<file path="config.mk">
export PLATFORM = sky130hd
export DESIGN_NAME = tdm_demux4
export DESIGN_NICKNAME = d
export VERILOG_FILES = /design/src/rtl/tdm_pkg.sv /design/src/rtl/tdm_slot_cnt.sv /design/src/rtl/tdm_demux4.sv
export SDC_FILE = /design/constraint.sdc
export NUM_CORES = 1
export LEC_CHECK = 0
export ABC_AREA = 0
export BUFFER_PORTS_ARGS = -buffer_cell sky130_fd_sc_hd__buf_2
export CORE_MARGIN = 5
export CORE_UTILIZATION = 53
export DETAILED_ROUTE_END_ITERATION = 10
export GPL_TIMING_DRIVEN = 0
export PLACE_DENSITY_LB_ADDON = 0.3
export SETUP_SLACK_MARGIN = 0.4
export SLEW_MARGIN = 10
export SYNTH_ARGS = -nofsm -noshare
export SYNTH_HDL_FRONTEND = slang
export SYNTH_HIERARCHICAL = 1
export SYNTH_SLANG_ARGS = --single-unit
</file>
<file path="constraint.sdc">
create_clock -name clk -period 1.8 [get_ports clk]
set_input_delay 0.36 -clock clk [delete_from_list [all_inputs] [get_ports clk]]
set_output_delay 0.36 -clock clk [all_outputs]
set_load 0.05 [all_outputs]
</file>
<file path="src/rtl/tdm_pkg.sv">
// Shared definitions for the 4-slot TDM demultiplexer.
//   NUM_SLOTS   : slots per frame
//   slot_t      : slot index type
//   tdm_state_t : framing FSM states
package tdm_pkg;

  localparam int unsigned NUM_SLOTS = 4;

  typedef logic [1:0] slot_t;

  typedef enum logic [1:0] {
    HUNT    = 2'd0,
    ACQUIRE = 2'd1,
    LOCKED  = 2'd2
  } tdm_state_t;

endpackage

</file>
<file path="src/rtl/tdm_slot_cnt.sv">
// Modulo-4 slot counter for the TDM demultiplexer.
//   clk, rst_n : clock, asynchronous active-low reset
//   i_en       : advance one slot (wraps 3 -> 0)
//   i_load     : synchronous load to slot 1 (the current beat was slot 0);
//                has priority over i_en
//   o_slot     : index of the next expected slot (registered)
module tdm_slot_cnt
  import tdm_pkg::*;
(
  input  logic       clk,
  input  logic       rst_n,
  input  logic       i_en,
  input  logic       i_load,
  output logic [1:0] o_slot
);

  slot_t r_slot;

  always_ff @(posedge clk or negedge rst_n) begin
    if (!rst_n) begin
      r_slot <= '0;
    end else if (i_load) begin
      r_slot <= slot_t'(1);
    end else if (i_en) begin
      r_slot <= r_slot + slot_t'(1);
    end
  end

  assign o_slot = r_slot;

endmodule

</file>
<file path="src/rtl/tdm_demux4.sv">
// 4-slot TDM demultiplexer with sync hunting and frame lock detection.
//   clk, rst_n        : clock, asynchronous active-low reset
//   din, din_valid    : serial data beat, one slot per valid beat
//   sync              : marks the valid beat as slot 0
//   z0..z3            : slots 0..3 of the last completed frame
//   frame_valid       : one-cycle pulse when z0..z3 update
//   slot              : index of the next expected slot
//   locked            : high while in LOCKED
//   sync_err          : one-cycle pulse when sync lands on slot 1..3
module tdm_demux4
  import tdm_pkg::*;
#(
  parameter int unsigned LOCK_FRAMES = 2
) (
  input  logic       clk,
  input  logic       rst_n,
  input  logic       din,
  input  logic       din_valid,
  input  logic       sync,
  output logic       z0,
  output logic       z1,
  output logic       z2,
  output logic       z3,
  output logic       frame_valid,
  output logic [1:0] slot,
  output logic       locked,
  output logic       sync_err
);

  localparam slot_t LAST_SLOT = slot_t'(NUM_SLOTS - 1);

  tdm_state_t  r_state, w_state_nxt;
  logic [3:0]  r_good_cnt, w_good_nxt;
  logic [4:0]  w_good_inc;
  // Slot 3 is never held: it goes straight from din into z3.
  logic [2:0]  r_shadow;
  logic [3:0]  r_z;
  logic        r_frame_valid, r_sync_err, r_locked;
  logic [1:0]  w_slot;
  logic        w_hunt, w_start, w_resync, w_advance, w_frame;

  assign w_hunt    = (r_state == HUNT);
  assign w_start   = din_valid & sync & w_hunt;
  // Sync off slot 0 restarts the frame; sync on slot 0 is just a normal beat.
  assign w_resync  = din_valid & sync & ~w_hunt & (w_slot != '0);
  assign w_advance = din_valid & ~w_hunt & ~w_resync;
  assign w_frame   = w_advance & (w_slot == LAST_SLOT);
  assign w_good_inc = {1'b0, r_good_cnt} + 5'd1;

  tdm_slot_cnt u_slot_cnt (
    .clk    (clk),
    .rst_n  (rst_n),
    .i_en   (w_advance),
    .i_load (w_start | w_resync),
    .o_slot (w_slot)
  );

  always_ff @(posedge clk or negedge rst_n) begin
    if (!rst_n) begin
      r_state    <= HUNT;
      r_good_cnt <= '0;
    end else begin
      r_state    <= w_state_nxt;
      r_good_cnt <= w_good_nxt;
    end
  end

  always_comb begin
    w_state_nxt = r_state;
    w_good_nxt  = r_good_cnt;
    case (r_state)
      HUNT: begin
        if (w_start) begin
          w_state_nxt = ACQUIRE;
          w_good_nxt  = '0;
        end
      end
      ACQUIRE: begin
        if (w_resync) begin
          w_good_nxt = '0;
        end else if (w_frame) begin
          w_good_nxt = w_good_inc[3:0];
          if (w_good_inc >= 5'(LOCK_FRAMES)) begin
            w_state_nxt = LOCKED;
          end
        end
      end
      LOCKED: begin
        if (w_resync) begin
          w_state_nxt = ACQUIRE;
          w_good_nxt  = '0;
        end
      end
      default: begin
        w_state_nxt = HUNT;
        w_good_nxt  = '0;
      end
    endcase
  end

  always_ff @(posedge clk or negedge rst_n) begin
    if (!rst_n) begin
      r_shadow      <= '0;
      r_z           <= '0;
      r_frame_valid <= 1'b0;
      r_sync_err    <= 1'b0;
      r_locked      <= 1'b0;
    end else begin
      r_frame_valid <= w_frame;
      r_sync_err    <= w_resync;
      r_locked      <= (w_state_nxt == LOCKED);
      if (w_start || w_resync) begin
        r_shadow[0] <= din;
      end else if (w_advance) begin
        case (w_slot)
          2'd0:    r_shadow[0] <= din;
          2'd1:    r_shadow[1] <= din;
          2'd2:    r_shadow[2] <= din;
          default: ;
        endcase
      end
      if (w_frame) begin
        r_z <= {din, r_shadow[2], r_shadow[1], r_shadow[0]};
      end
    end
  end

  assign z0          = r_z[0];
  assign z1          = r_z[1];
  assign z2          = r_z[2];
  assign z3          = r_z[3];
  assign frame_valid = r_frame_valid;
  assign sync_err    = r_sync_err;
  assign locked      = r_locked;
  assign slot        = w_slot;

endmodule

</file>
Yosys cells after proc, flatten, opt, wreduce, memory -nomap -nowiden

Index checks and enable logic that the tools add are counted.

Register bits after elaboration: 18
Latch bits: 0
RAM bits: 0
Memory bits (read-only): 0
Input port bits: 5
Output and inout bits: 9
Memories: 0

$add $sub $neg: 2
$mul: 0
Div/mod/pow operators: 0
$lt $le $gt $ge: 1
Equal/unequal tests: 9
Shift operators: 0
Mux-type cells: 16
Bitwise gates (word level): 11
Reductions and logical operators: 11

Operator list:

| cell                | number |
|---|---|
| $mux 4              | 4 |
| $mux 2              | 7 |
| $pmux 4 s3          | 1 |
| $reduce_and 3->1    | 3 |
| $eq 2x2->1 const B  | 4 |
| $reduce_bool 2->1   | 4 |
| $and 1x1->1         | 7 |
| $pmux 2 s3          | 1 |
| $add 4x1->5 const B | 1 |
| $ge 5x2->1 const B  | 1 |
| $eq 2x1->1 const B  | 2 |
| $logic_not 2->1     | 2 |
| $mux 1              | 3 |
| $ne 3x3->1 const B  | 1 |
| $not 1->1           | 3 |
| $add 2x1->2 const B | 1 |
| $ne 2x1->1 const B  | 1 |
| $ne 2x2->1 const B  | 1 |
| $reduce_and 2->1    | 1 |
| $logic_or 1x1->1    | 1 |
| $or 1x1->1          | 1 |

Logic depth before layout (Yosys ltp)

Gate-level depths: netlist of run 1.

Word-level depth: 11
Mapped depth: 6

Modules after synthesis

The synthesis of run 1 kept the hierarchy.

By module, submodules not included:

| module       | times used | cells an instance | area an instance (um^2) | sequential area each (um^2) |
|---|---|---|---|---|
| tdm_demux4   | 1          | 75                | 794.5                   | 400.4 |
| tdm_slot_cnt | 1          | 8                 | 100.1                   | 50.0 |

Worst setup path after synthesis of run 1

Ideal clock, no wire load.

Path type: register -> register
From: register u_slot_cnt.r_slot[1] (netlist: u_slot_cnt/o_slot[1])
To: register r_z[3]
Setup time: 0.125 ns
Arrival time: 1.538 ns
Data required time: 1.675 ns
Slack: 0.137 ns
Cell stages (with the launch flop): 4
Path buffers: 0
Cells stage by stage: dfrtp_1 -> nand4b_1 -> nor2_2 -> mux2_2

Word-level cells in the longest chain between the ends: 5

RTL lines:

| item                   | RTL line           | RTL |
|---|---|---|
| start, declared        | tdm_slot_cnt.sv:17 | `slot_t r_slot;` |
| start signal, assigned | tdm_slot_cnt.sv:23 | `r_slot <= slot_t'(1);` |
| start signal, assigned | tdm_slot_cnt.sv:25 | `r_slot <= r_slot + slot_t'(1);` |
| $reduce_bool 2->1      | tdm_demux4.sv:45   | `assign w_resync = din_valid & sync & ~w_hunt & (w_slot != '0);` |
| $and 1x1->1            | tdm_demux4.sv:45   |  |
| $not 1->1              | tdm_demux4.sv:46   | `assign w_advance = din_valid & ~w_hunt & ~w_resync;` |
| $and 1x1->1            | tdm_demux4.sv:46   |  |
| $and 1x1->1 (*)        | tdm_demux4.sv:47   | `assign w_frame = w_advance & (w_slot == LAST_SLOT);` |
| via w_frame            | tdm_demux4.sv:40   | `logic w_hunt, w_start, w_resync, w_advance, w_frame;` |
| end signal, assigned   | tdm_demux4.sv:123  | `r_z <= {din, r_shadow[2], r_shadow[1], r_shadow[0]};` |
| end, declared          | tdm_demux4.sv:37   | `logic [3:0] r_z;` |

The timed path passes the listed nets; every way through them passes the cells marked *.
A chain may end at the register's enable or synchronous reset.

Worst setup path in the final report of run 1

From: register u_slot_cnt.r_slot[1] (netlist: u_slot_cnt/o_slot[1])
To: register r_z[2]

Same word-level chain as after synthesis.

==> results of run 1 <==
==> registers in the layout, summed over array words and instances, names as in the netlist <==
register           count
u_slot_cnt/o_slot      2
r_state                2
frame_valid            1
sync_err               1
r_shadow               3
locked                 1
r_z                    4
r_good_cnt             4
==> cells in the mapped netlist, drive strengths merged, types with 2 or more instances <==
library cell | instances | area share
dfrtp | 18 | 0.50
nor2 | 9 | 0.041
mux2 | 8 | 0.10
o21ai | 6 | 0.034
nand2 | 4 | 0.017
nor3b | 4 | 0.034
inv | 3 | 0.013
nand3 | 3 | 0.017
a21oi | 2 | 0.011
ha | 2 | 0.028
o211ai | 2 | 0.017
==> power groups by stage <==
stage / clock network (mW) / registers [mW] / logic (mW)
final: 0.253 / 0.701 / 1.11
after global routing: 0.285 / 0.723 / 1.18
after CTS: 0.257 / 0.673 / 1.03
after detailed placement: 0 / 0.689 / 0.810
after global placement: 0 / 0.678 / 0.783
after floorplan: 0 / 0.907 / 0.404
==> per-stage QoR <==
stage / area, um2 / utilization / power [mW] / hold WS, ns / setup slack (ns)
final: 1250 / 0.805 / 2.06 / 0.336 / 0.284
after global routing: 1250 / 0.805 / 2.19 / 0.324 / 0.246
after CTS: 1180 / 0.760 / 1.96 / 0.332 / 0.334
after detailed placement: 1000 / 0.644 / 1.50 / 0.306 / 0.264
after global placement: 1000 / 0.644 / 1.46 / 0.301 / 0.302
after floorplan: 918 / - / 1.31 / 0.0644 / 0.310
==> final timing paths <==
| path | depth (start not counted) | slack (ns) | to |
|---|---|---|---|
| setup / recovery | 4 | 0.28 | r_z[2] |
| hold / removal | 2 | 0.34 | r_shadow[1] |
| setup reg to reg | 4 | 0.28 | r_z[2] |
| hold reg to reg | 1 | 0.51 | r_good_cnt[3] |
| max in group asynchronous | 2 | 0.98 | r_good_cnt[1] |
| min in group asynchronous | 2 | 0.52 | sync_err |
==> worst max-delay path: stages, from the launching register on <==
cell and delay (ns):
sky130_fd_sc_hd__dfrtp_2 0.47, sky130_fd_sc_hd__nand4b_1 0.27, sky130_fd_sc_hd__nor2_4 0.25, sky130_fd_sc_hd__buf_6 0.13, sky130_fd_sc_hd__mux2_4 0.29
==> per-layer routing <==
layer,vias up,GRT usage,routed length [um]
met2,31,0.294,1100
met4,0,0.0942,29
met5,-,0,0
met3,4,0.0349,117
met1,392,0.251,927
li1,364,-,-
==> cells by family after synthesis <==
logic type / Yosys count / share of synthesized area
fa+ha+maj: 2 / 0.0280
simple gates: 31 / 0.197
buf+inv: 5 / 0.0224
flops: 18 / 0.503
compound gates: 18 / 0.133
mux: 9 / 0.116
==> repair_timing <==
item | CTS | global route
pin swaps | 6 | 10
hold buffers | 1 | 0
setup endpoints to repair | 15 | 18
hold endpoints to repair | 18 | 0
resized for setup | 15 | 14
buffers inserted | 11 | 3
==> layout make-up <==
class	count	area share
multi-input combinational	60	0.423
sequential	18	0.365
timing repair buffer	28	0.152
clock buffer	4	0.0289
tap	16	0.0160
inverter	3	0.00897
buffer	2	0.00698
==> impl_summary.txt, run 1 <==
----------------------------------------------------
[Drt]
  Drc violations ... 0
  Starting DRT DRC Count ... 12
  Wire length after detailed routing ... 2.17 mm
  First-pass iteration count of the detailed router ... 4
  Via count ... 791
  Post-detailed-route via-to-cell ratio ... 6.04
  Post-detailed-route count of antenna-violating nets ... 0
  Routed length per instance ... 16.6 um

[Placement]
  Final Wtd Congestion ... 0.794
  Dpl hpwl ... 1.25 mm
  Total placed cells including tap cells ... 112
  Number of buffers inserted by port buffering ... 13

[Die]
  I/O pin cnt ... 14
  Height of the die ... 51.1 um
  Placeable core region ... 1560 um2
  Width of the die ... 51.1 um
  Die Area ... 2610 um2
  Initial cell density of the core ... 0.574
  Std cell rows ... 14

[Logic synthesis]
  Distinct cell type count of the synthesized netlist ... 35
  Flip-flop cell with the highest count after synthesis ... sky130_fd_sc_hd__dfrtp_1
  Average cell area after synthesis ... 10.8 um2
  Synth Warn # ... 6
  Total nets after synthesis ... 90
  Netlist Area Pre-Place ... 895 um2
  EDFF count, synth ... 0
  Fraction of the yosys area taken by sequential cells ... 0.503
  Synthesis-stage register bit count ... 18
  Post-synthesis instance total ... 83
  Async set-reset flop share out of synthesis ... 1.00

[Finish]
  Fill cell total of the finished layout ... 86
  Finished Layout Cells ... 131
  N_diodes ... 0
  Layout cell share with drive strength beyond 1 ... 0.539
  Most common library cell in the layout ignoring fill and taps ... sky130_fd_sc_hd__buf_2
  Commonest cells after routing, fill and taps aside ... sky130_fd_sc_hd__buf_2 (13), sky130_fd_sc_hd__dfrtp_1 (12), sky130_fd_sc_hd__buf_4 (12)
  Area used by sequential logic in the layout ... 458 um2
  Area added between synthesis and finish ... 40.3%
  Net count reported at finish ... 123
  Combined area of the multi-input logic cells ... 531 um2

[Global routing]
  Maximum number of pins on one net before global-route repair ... 19
  Overall fraction of global-route tracks in use ... 0.189
  Grt ovf ... 0
  Initial antenna violation count ... 0
  Number of global-route vias before repair ... 755
  First-pass GRT wire length ... 3.65 mm

[Clock network]
  Number of buffers between clock root and the deepest sink ... 2
  Clock tree from TritonCTS ... done
  H-tree levels ... 1
  Sinks on Clock Net ... 18
  Clock-pin transition on the worst setup and hold timing paths ... 0.11 ns
  Clk root buf ... sky130_fd_sc_hd__clkbuf_4
  Number of CTS-inserted buffers ... 3
  Worst-skew pair later-pin latency ... 0.29 ns

[Setup path]
  Crit path launch type ... flip-flop
  Reg-to-Reg Start ... u_slot_cnt/o_slot[1]
  Biggest fanout along the worst timing path ... 6
  Worst endpoint required time ... 1.99 ns
  Arrival time worst endpoint ... 1.71 ns
  Endpoint type of the worst setup path ... flip-flop
  Start point of the critical path ... u_slot_cnt/o_slot[1]
  CP Class ... flip-flop to flip-flop

[STA]
  Worst Tran Pin Value ... 0.393 ns
  Pins Over Slew Limit ... 0
  Highest attainable clock frequency ... 660 MHz
  Worst clock skew ... 0.00423 ns
  Final Critical Period ... 1.52 ns
  Setup-failing EPs final ... 0
  Total count of hold-check failures in the final report ... 0
  Setup Total Neg Slack ... 0 ns
  Final Cycle Share ... 0.842
  Unrepaired setup endpoints after global routing ... true
  Worst relative slew slack ... 0.738

[Power]
  Power Internal ... 1.16 mW
  Pleak ... 0.582 nW
  Seq pwr share ... 0.341
  Worst-case vdd ir drop ... 0.00126 V
  Part of the power in the clock network ... 0.123
  Comb power frac ... 0.537
  Power per Cell Area ... 1640 nW/um2
  Switch share ... 0.438
  Net Switching ... 0.902 mW

[Hold path]
  Worst Min Path Start ... din
  Worst hold path type ... input port to flip-flop

[Run status]
  Run status ... complete, no violations

[Job]
  Number of maximum-capacitance violations ... 0

----------------------------------------------------
No activity file was read; power rests on OpenSTA's default activity.
==> inputs of run 2 (changes only) <==
--- a/config.mk
+++ b/config.mk
@@ -5,10 +5,10 @@
 export SDC_FILE = /design/constraint.sdc
 export NUM_CORES = 1
 export LEC_CHECK = 0
-export ABC_AREA = 0
+export ABC_AREA = 1
 export BUFFER_PORTS_ARGS = -buffer_cell sky130_fd_sc_hd__buf_2
 export CORE_MARGIN = 5
-export CORE_UTILIZATION = 53
+export CORE_UTILIZATION = 49
 export DETAILED_ROUTE_END_ITERATION = 10
 export GPL_TIMING_DRIVEN = 0
 export PLACE_DENSITY_LB_ADDON = 0.3
==> constraint.sdc (replaced) <==
create_clock -name clk -period 1.3 [get_ports clk]
set_input_delay 0.26 -clock clk [delete_from_list [all_inputs] [get_ports clk]]
set_output_delay 0.26 -clock clk [all_outputs]
set_load 0.05 [all_outputs]
==> run 2 against run 1 <==
The run now ends with negative setup slack left. Sequential power up 47%. Non-clock buffer count up 5. Core utilization up 0.57 points. Die area up 11%. Worst hold slack worse by 0.16 ns. Register-to-register slack worse by 0.47 ns. Setup slack worse by 0.47 ns. Synthesized cell count up 43%. Via count up 23%. Maximum frequency up 1.8%. Critical endpoint is now locked. Largest cell class unchanged.
==> impl_summary.txt, run 2 <==
----------------------------------------------------
[Finish]
  Registers with the most flip-flops ... r_good_cnt (4), r_z (4), r_shadow (3)
  Area added between synthesis and finish ... 52.6%
  Net count reported at finish ... 166 (+35%)
  Commonest cells after routing, fill and taps aside ... sky130_fd_sc_hd__nand2_1 (32), sky130_fd_sc_hd__buf_4 (17), sky130_fd_sc_hd__dfrtp_1 (15)
  Post-route standard cell area excluding fillers ... 1430 um2 (+14%)
  Fill cell total of the finished layout ... 115 (+34%)
  Layout cell share with drive strength beyond 1 ... 0.449 (-0.0898)
  Most common library cell in the layout ignoring fill and taps ... sky130_fd_sc_hd__nand2_1
  N_diodes ... 0 (unchanged)

[Global routing]
  Maximum number of pins on one net before global-route repair ... 19 (unchanged)
  Number of global-route vias before repair ... 910 (+21%)
  Grt ovf ... 0 (unchanged)
  Initial antenna violation count ... 0 (unchanged)
  First-pass GRT wire length ... 4.04 mm (+11%)
  Overall fraction of global-route tracks in use ... 0.196 (+0.00714)

[Logic synthesis]
  Synth Warn # ... 6 (unchanged)
  Fraction of the yosys area taken by sequential cells ... 0.481 (-0.0229)
  Top-count cell post-synth ... sky130_fd_sc_hd__nand2_1
  Flip-flop cell with the highest count after synthesis ... sky130_fd_sc_hd__dfrtp_1
  Synthesis-stage register bit count ... 18 (unchanged)
  Top area cells in the synthesized netlist ... sky130_fd_sc_hd__dfrtp_1 (48%), sky130_fd_sc_hd__nand2_1 (15%), sky130_fd_sc_hd__inv_1 (7.2%)
  Area share of the largest cell type after synthesis ... 0.481 (-0.0229)
  Distinct cell type count of the synthesized netlist ... 18 (-49%)
  Post-synthesis instance total ... 119 (+43%)
  Total nets after synthesis ... 126 (+40%)
  EDFF count, synth ... 0 (unchanged)
  Average cell area after synthesis ... 7.88 um2 (-27%)
  Most common library cells after synthesis ... sky130_fd_sc_hd__nand2_1 (38), sky130_fd_sc_hd__dfrtp_1 (18), sky130_fd_sc_hd__inv_1 (18)
  Cell taking the most area after synthesis ... sky130_fd_sc_hd__dfrtp_1
  Async set-reset flop share out of synthesis ... 1.00 (unchanged)
  Netlist Area Pre-Place ... 937 um2 (+4.8%)

[Clock network]
  Sinks on Clock Net ... 18 (unchanged)
  Number of CTS-inserted buffers ... 3 (unchanged)
  Worst-skew pair later-pin latency ... 0.30 ns (about the same)
  H-tree levels ... 1 (unchanged)
  Clk root buf ... sky130_fd_sc_hd__clkbuf_4
  Number of buffers between clock root and the deepest sink ... 2 (unchanged)
  Clock-pin transition on the worst setup and hold timing paths ... 0.11 ns (about the same)
  Clock tree from TritonCTS ... done

[STA]
  Pins Over Slew Limit ... 0 (unchanged)
  Worst Tran Pin Value ... 0.413 ns (+0.0197 ns)
  Setup-failing EPs final ... 16 (+16)
  Worst relative slew slack ... 0.725 (-0.0131)
  Total count of hold-check failures in the final report ... 0 (unchanged)
  Worst clock skew ... 0.0114 ns (+0.00722 ns)
  Unrepaired setup endpoints after global routing ... true
  Final Worst Setup Slack ... -0.189 ns (-0.473 ns)
  Highest attainable clock frequency ... 672 MHz (+1.8%)
  Final Cycle Share ... 1.15 (+0.303)
  Final Critical Period ... 1.49 ns (-0.0269 ns)

[Drt]
  Post-detailed-route via-to-cell ratio ... 5.31 (-12%)
  Routed length per instance ... 16.2 um (-2.4%)
  First-pass iteration count of the detailed router ... 4 (unchanged)
  Via count ... 972 (+23%)
  Starting DRT DRC Count ... 33 (+21)
  Wire length after detailed routing ... 2.96 mm (+36%)
  Post-detailed-route count of antenna-violating nets ... 0 (unchanged)
  Drc violations ... 0 (unchanged)

[Setup path]
  Arrival time worst endpoint ... 1.72 ns (about the same)
  Endpoint type of the worst setup path ... flip-flop
  Crit path launch type ... flip-flop
  Worst endpoint required time ... 1.53 ns (-0.46 ns)
  Biggest fanout along the worst timing path ... 6 (unchanged)
  CP Class ... flip-flop to flip-flop

[Placement]
  Final Wtd Congestion ... 0.826 (+3.9%)
  Number of buffers inserted by port buffering ... 13 (unchanged)
  DP Area ... 1040 um2 (+3.5%)
  Dpl hpwl ... 1.36 mm (+8.7%)

[Power]
  Pleak ... 0.749 nW (+29%)
  Post-layout total power ... 3.43 mW (+67%)
  Power per Cell Area ... 2400 nW/um2 (+46%)
  Worst-case vdd ir drop ... 0.00184 V (+46%)

[Hold path]
  Worst hold path type ... input port to flip-flop

[Die]
  Placeable core region ... 1760 um2 (+13%)
  Height of the die ... 53.7 um (+5.2%)
  Std cell rows ... 15 (+1)
  Initial cell density of the core ... 0.531 (-0.0426)
  I/O pin cnt ... 14 (unchanged)
  Width of the die ... 53.7 um (+5.2%)
  Die Area ... 2890 um2 (+11%)

[Job]
  Number of maximum-capacitance violations ... 0 (unchanged)

[Run status]
  Run status ... complete, but fails checks
  Failing checks ... negative setup slack

----------------------------------------------------
## run 2: changes by cell type after synthesis, sizes merged, moves of 4 or more
cell   change
inv       +15
mux2       -8
nand2     +37
nand3      +7
nor2       +4
nor3b      -4
## run 2: area by class of cell
cell class	instances	area, um2	share of cell area
sequential	18	454	0.318
multi-input combinational	83	532	0.372
timing repair buffer	35	312	0.218
clock buffer	4	26.3	0.0184
inverter	18	75.1	0.0525
tap	25	31.3	0.0219
## run 2: final timing paths
kind,startpoint,endpoint,slack [ns],cells after the start
min in group asynchronous,rst_n,u_slot_cnt/o_slot[0],0.42,2
setup reg to reg,u_slot_cnt/o_slot[0],locked,-0.19,5
hold / removal,din,r_shadow[1],0.18,3
setup / recovery,u_slot_cnt/o_slot[0],locked,-0.19,5
max in group asynchronous,rst_n,r_good_cnt[0],0.56,2
hold reg to reg,r_shadow[0],r_z[0],0.51,2
## run 2: worst max-delay path, cell delays in order, from the launching register on
cell	delay, ns
sky130_fd_sc_hd__dfrtp_2	0.51
sky130_fd_sc_hd__o21ai_2	0.24
sky130_fd_sc_hd__nand2_4	0.12
sky130_fd_sc_hd__nor2_4	0.21
sky130_fd_sc_hd__nand3_1	0.20
sky130_fd_sc_hd__nand2_1	0.13
## run 2: layer usage
metal | share of wire | vias to the layer above | global-route usage
li1 | - | 451 | -
met1 | 0.38 | 462 | 0.236
met2 | 0.54 | 45 | 0.349
met3 | 0.043 | 14 | 0.0360
met4 | 0.032 | 0 | 0.0596
met5 | 0 | - | 0
## run 2: what timing repair did
action / in CTS / in global routing
resized for setup: 31 / 31
endpoints found under the hold margin: 18 / 0
hold buffers: 1 / 0
endpoints found under the setup margin: 27 / 27
setup buffers: 15 / 6
pin swaps: 5 / 8
## run 2: kinds of logic (layout without fill, tap and decap cells)
family / after synthesis / in the layout / synth area share
adder cells (fa/ha/maj): 2 / 2 / 0.0267
AND/OR/NAND/NOR: 67 / 67 / 0.319
AO/OA/AOI/OAI: 14 / 14 / 0.101
buffers and inverters: 18 / 57 / 0.0721
flip-flops: 18 / 18 / 0.481
## run 2: power by group
group | internal, mW | switching (mW)
Clock | 0.120 | 0.183
Sequential | 0.772 | 0.258
Combinational | 0.874 | 1.23
## run 2: through the flow
step	util	cells	hold slack [ns]	setup WS [ns]	TNS [ns]
floorplan	-	119	-0.0356	-0.0454	-0.179
global placement	0.589	157	0.205	0.0101	0
detailed placement	0.589	157	0.212	-0.0157	-0.0253
CTS	0.730	177	0.178	0.00402	0
global route	0.811	183	0.209	-0.232	-2.22
finish	0.811	183	0.176	-0.189	-1.51
==> inputs of run 3 (changes only) <==
--- a/config.mk
+++ b/config.mk
@@ -6,13 +6,14 @@
 export NUM_CORES = 1
 export LEC_CHECK = 0
 export ABC_AREA = 1
-export BUFFER_PORTS_ARGS = -buffer_cell sky130_fd_sc_hd__buf_2
 export CORE_MARGIN = 5
-export CORE_UTILIZATION = 49
+export CORE_UTILIZATION = 54
 export DETAILED_ROUTE_END_ITERATION = 10
+export DONT_BUFFER_PORTS = 1
 export GPL_TIMING_DRIVEN = 0
 export PLACE_DENSITY_LB_ADDON = 0.3
 export SETUP_SLACK_MARGIN = 0.4
+export SKIP_CTS_REPAIR_TIMING = 1
 export SLEW_MARGIN = 10
 export SYNTH_ARGS = -nofsm -noshare
 export SYNTH_HDL_FRONTEND = slang
==> run 3 against run 2 <==
The flow still finishes with violations (negative setup slack). Clock power increased by 14%. Critical path depth increased by 2. Via count decreased by 22%. Critical path type unchanged. Highest routed layer unchanged.
==> impl_summary.txt, run 3 (same netlist as run 2, synthesis figures left out) <==
----------------------------------------------------
[Run status]
  Failing checks ... negative setup slack
  Run status ... complete, but fails checks

[STA]
  Highest attainable clock frequency ... 697 MHz (+3.8%)
  Final Critical Period ... 1.43 ns (-0.0544 ns)
  Unrepaired setup endpoints after global routing ... true
  Final Worst Setup Slack ... -0.135 ns (+0.0544 ns)
  Total count of hold-check failures in the final report ... 0 (unchanged)
  Setup-failing EPs final ... 16 (unchanged)
  Worst Tran Pin Value ... 0.780 ns (+0.367 ns)
  Worst relative slew slack ... 0.479 (-0.246)
  Pins Over Slew Limit ... 0 (unchanged)
  Worst clock skew ... 0.00467 ns (-0.00678 ns)
  Final Cycle Share ... 1.10 (-0.0418)

[Clock network]
  Clk root buf ... sky130_fd_sc_hd__clkbuf_4
  Clock-pin transition on the worst setup and hold timing paths ... 0.10 ns (about the same)
  H-tree levels ... 1 (unchanged)
  Worst-skew pair later-pin latency ... 0.30 ns (about the same)
  Number of CTS-inserted buffers ... 3 (unchanged)
  Number of buffers between clock root and the deepest sink ... 2 (unchanged)
  Clock tree from TritonCTS ... done
  Sinks on Clock Net ... 18 (unchanged)

[Drt]
  Via count ... 754 (-22%)
  Post-detailed-route count of antenna-violating nets ... 0 (unchanged)
  Drc violations ... 0 (unchanged)
  Routed length per instance ... 11.6 um (-28%)
  Wire length after detailed routing ... 1.71 mm (-42%)
  First-pass iteration count of the detailed router ... 4 (unchanged)
  Starting DRT DRC Count ... 10 (-70%)
  Post-detailed-route via-to-cell ratio ... 5.13 (-3.4%)

[Finish]
  Net count reported at finish ... 138 (-17%)
  Most common library cell in the layout ignoring fill and taps ... sky130_fd_sc_hd__nand2_1
  Layout cell share with drive strength beyond 1 ... 0.231 (-0.219)
  Area added between synthesis and finish ... 15.1%
  N_diodes ... 0 (unchanged)
  Registers with the most flip-flops ... r_good_cnt (4), r_z (4), r_shadow (3)
  Post-route standard cell area excluding fillers ... 1080 um2 (-25%)
  Fill cell total of the finished layout ... 160 (+39%)
  Commonest cells after routing, fill and taps aside ... sky130_fd_sc_hd__nand2_1 (36), sky130_fd_sc_hd__inv_1 (16), sky130_fd_sc_hd__dfrtp_1 (14)

[Setup path]
  Critical Path Max Stage Delay ... 0.59 ns (+0.08 ns)
  Total stage count of the critical path ... 7 (+2)
  Worst endpoint required time ... 1.50 ns (-0.03 ns)
  Biggest fanout along the worst timing path ... 8 (+2)
  Top cell family by delay on the critical path ... flip-flops
  Chain of cells forming the critical path ... nor2_4 -> nor2_2 -> nand2_2 -> a21boi_4 -> nand2_2 -> nand2_1 -> nand2_1
  Arrival time worst endpoint ... 1.63 ns (-0.09 ns)
  Endpoint type of the worst setup path ... flip-flop
  Crit path launch type ... flip-flop
  Slowest cell on the critical path ... sky130_fd_sc_hd__dfrtp_4
  Bufs and invs on worst path ... 0 (unchanged)
  Number of cells on the worst reg-to-reg path ... 7 (+2)
  CP Class ... flip-flop to flip-flop

[Hold path]
  Worst hold path type ... input port to flip-flop
  Hold Path Cell Cnt ... 2 (-1)

[Global routing]
  Overall fraction of global-route tracks in use ... 0.150 (-0.0453)
  First-pass GRT wire length ... 2.95 mm (-27%)
  Number of global-route vias before repair ... 683 (-25%)
  Maximum number of pins on one net before global-route repair ... 19 (unchanged)
  Grt ovf ... 0 (unchanged)
  Initial antenna violation count ... 0 (unchanged)

[Power]
  Worst-case vdd ir drop ... 0.00146 V (-20%)
  Power per Cell Area ... 2400 nW/um2 (+0.12%)
  Pleak ... 0.574 nW (-23%)
  Post-layout total power ... 2.59 mW (-24%)

[Die]
  I/O pin cnt ... 14 (unchanged)
  Width of the die ... 51.7 um (-3.9%)
  Std cell rows ... 15 (unchanged)
  Die Area ... 2670 um2 (-7.6%)
  Height of the die ... 51.7 um (-3.9%)
  Initial cell density of the core ... 0.555 (+0.0236)
  Placeable core region ... 1690 um2 (-4.3%)

[Placement]
  Dpl hpwl ... 1.22 mm (-10%)
  DP Area ... 963 um2 (-7.2%)
  Number of buffers inserted by port buffering ... 0 (-13)
  Final Wtd Congestion ... 0.761 (-7.8%)

[Job]
  Number of maximum-capacitance violations ... 0 (unchanged)

----------------------------------------------------
-- run 3: cell count changes in the layout (fill, tap and decap cells not counted), moves of 3 or more --
| cell | delta |
|---|---|
| sky130_fd_sc_hd__buf_2 | -4 |
| sky130_fd_sc_hd__nand3_1 | +3 |
| sky130_fd_sc_hd__buf_4 | -12 |
| sky130_fd_sc_hd__nor2_4 | -3 |
| sky130_fd_sc_hd__buf_6 | -11 |
| sky130_fd_sc_hd__nand3_2 | -3 |
| sky130_fd_sc_hd__nand2_1 | +4 |
| sky130_fd_sc_hd__nand2_4 | -3 |
-- run 3: final cells by class --
type,count,area (um2),share of cell area
multi-input combinational,83,440,0.408
inverter,18,67.6,0.0626
clock buffer,4,36.3,0.0336
timing repair buffer,7,52.6,0.0487
sequential,18,460,0.427
tap,17,21.3,0.0197
-- run 3: worst paths after layout --
path,from,end,slack (ns)
min reg2reg,r_shadow[0],r_z[0],0.48
min in group asynchronous,rst_n,u_slot_cnt/o_slot[0],0.47
min,din,r_shadow[1],0.09
max,u_slot_cnt/o_slot[1],r_good_cnt[0],-0.13
max in group asynchronous,rst_n,u_slot_cnt/o_slot[1],0.26
max reg2reg,u_slot_cnt/o_slot[1],r_good_cnt[0],-0.13
-- run 3: routing by layer --
layer	share of wire	vias up	global-route usage
li1	-	398	-
met1	0.42	337	0.188
met4	0.025	0	0.0786
met3	0.044	5	0.0372
met5	0	-	0
met2	0.51	14	0.239
-- run 3: stage by stage --
stage                util  instances  TNS (ns)  worst slack [ns]  hold slack, ns
CTS                 0.592        140     -1.57            -0.198          -0.367
finish              0.639        147     -1.44            -0.135          0.0865
detailed placement  0.570        136     -1.24            -0.179         -0.0352
global placement    0.570        136    -0.988            -0.141         -0.0351
floorplan               -        119    -0.179           -0.0454         -0.0356
global route        0.639        147     -2.78            -0.239          0.0658
-- run 3: power by group --
group	total (mW)	switching (mW)	internal, mW
logic	0.889	0.527	0.362
registers	1.36	0.578	0.780
clock network	0.345	0.174	0.171
-- run 3: worst register-to-register path, stage by stage, from the launching register on --
cell                       delay, ns
sky130_fd_sc_hd__dfrtp_4        0.59
sky130_fd_sc_hd__nor2_4         0.07
sky130_fd_sc_hd__nor2_2         0.14
sky130_fd_sc_hd__nand2_2        0.11
sky130_fd_sc_hd__a21boi_4       0.20
sky130_fd_sc_hd__nand2_2        0.11
sky130_fd_sc_hd__nand2_1        0.08
sky130_fd_sc_hd__nand2_1        0.05
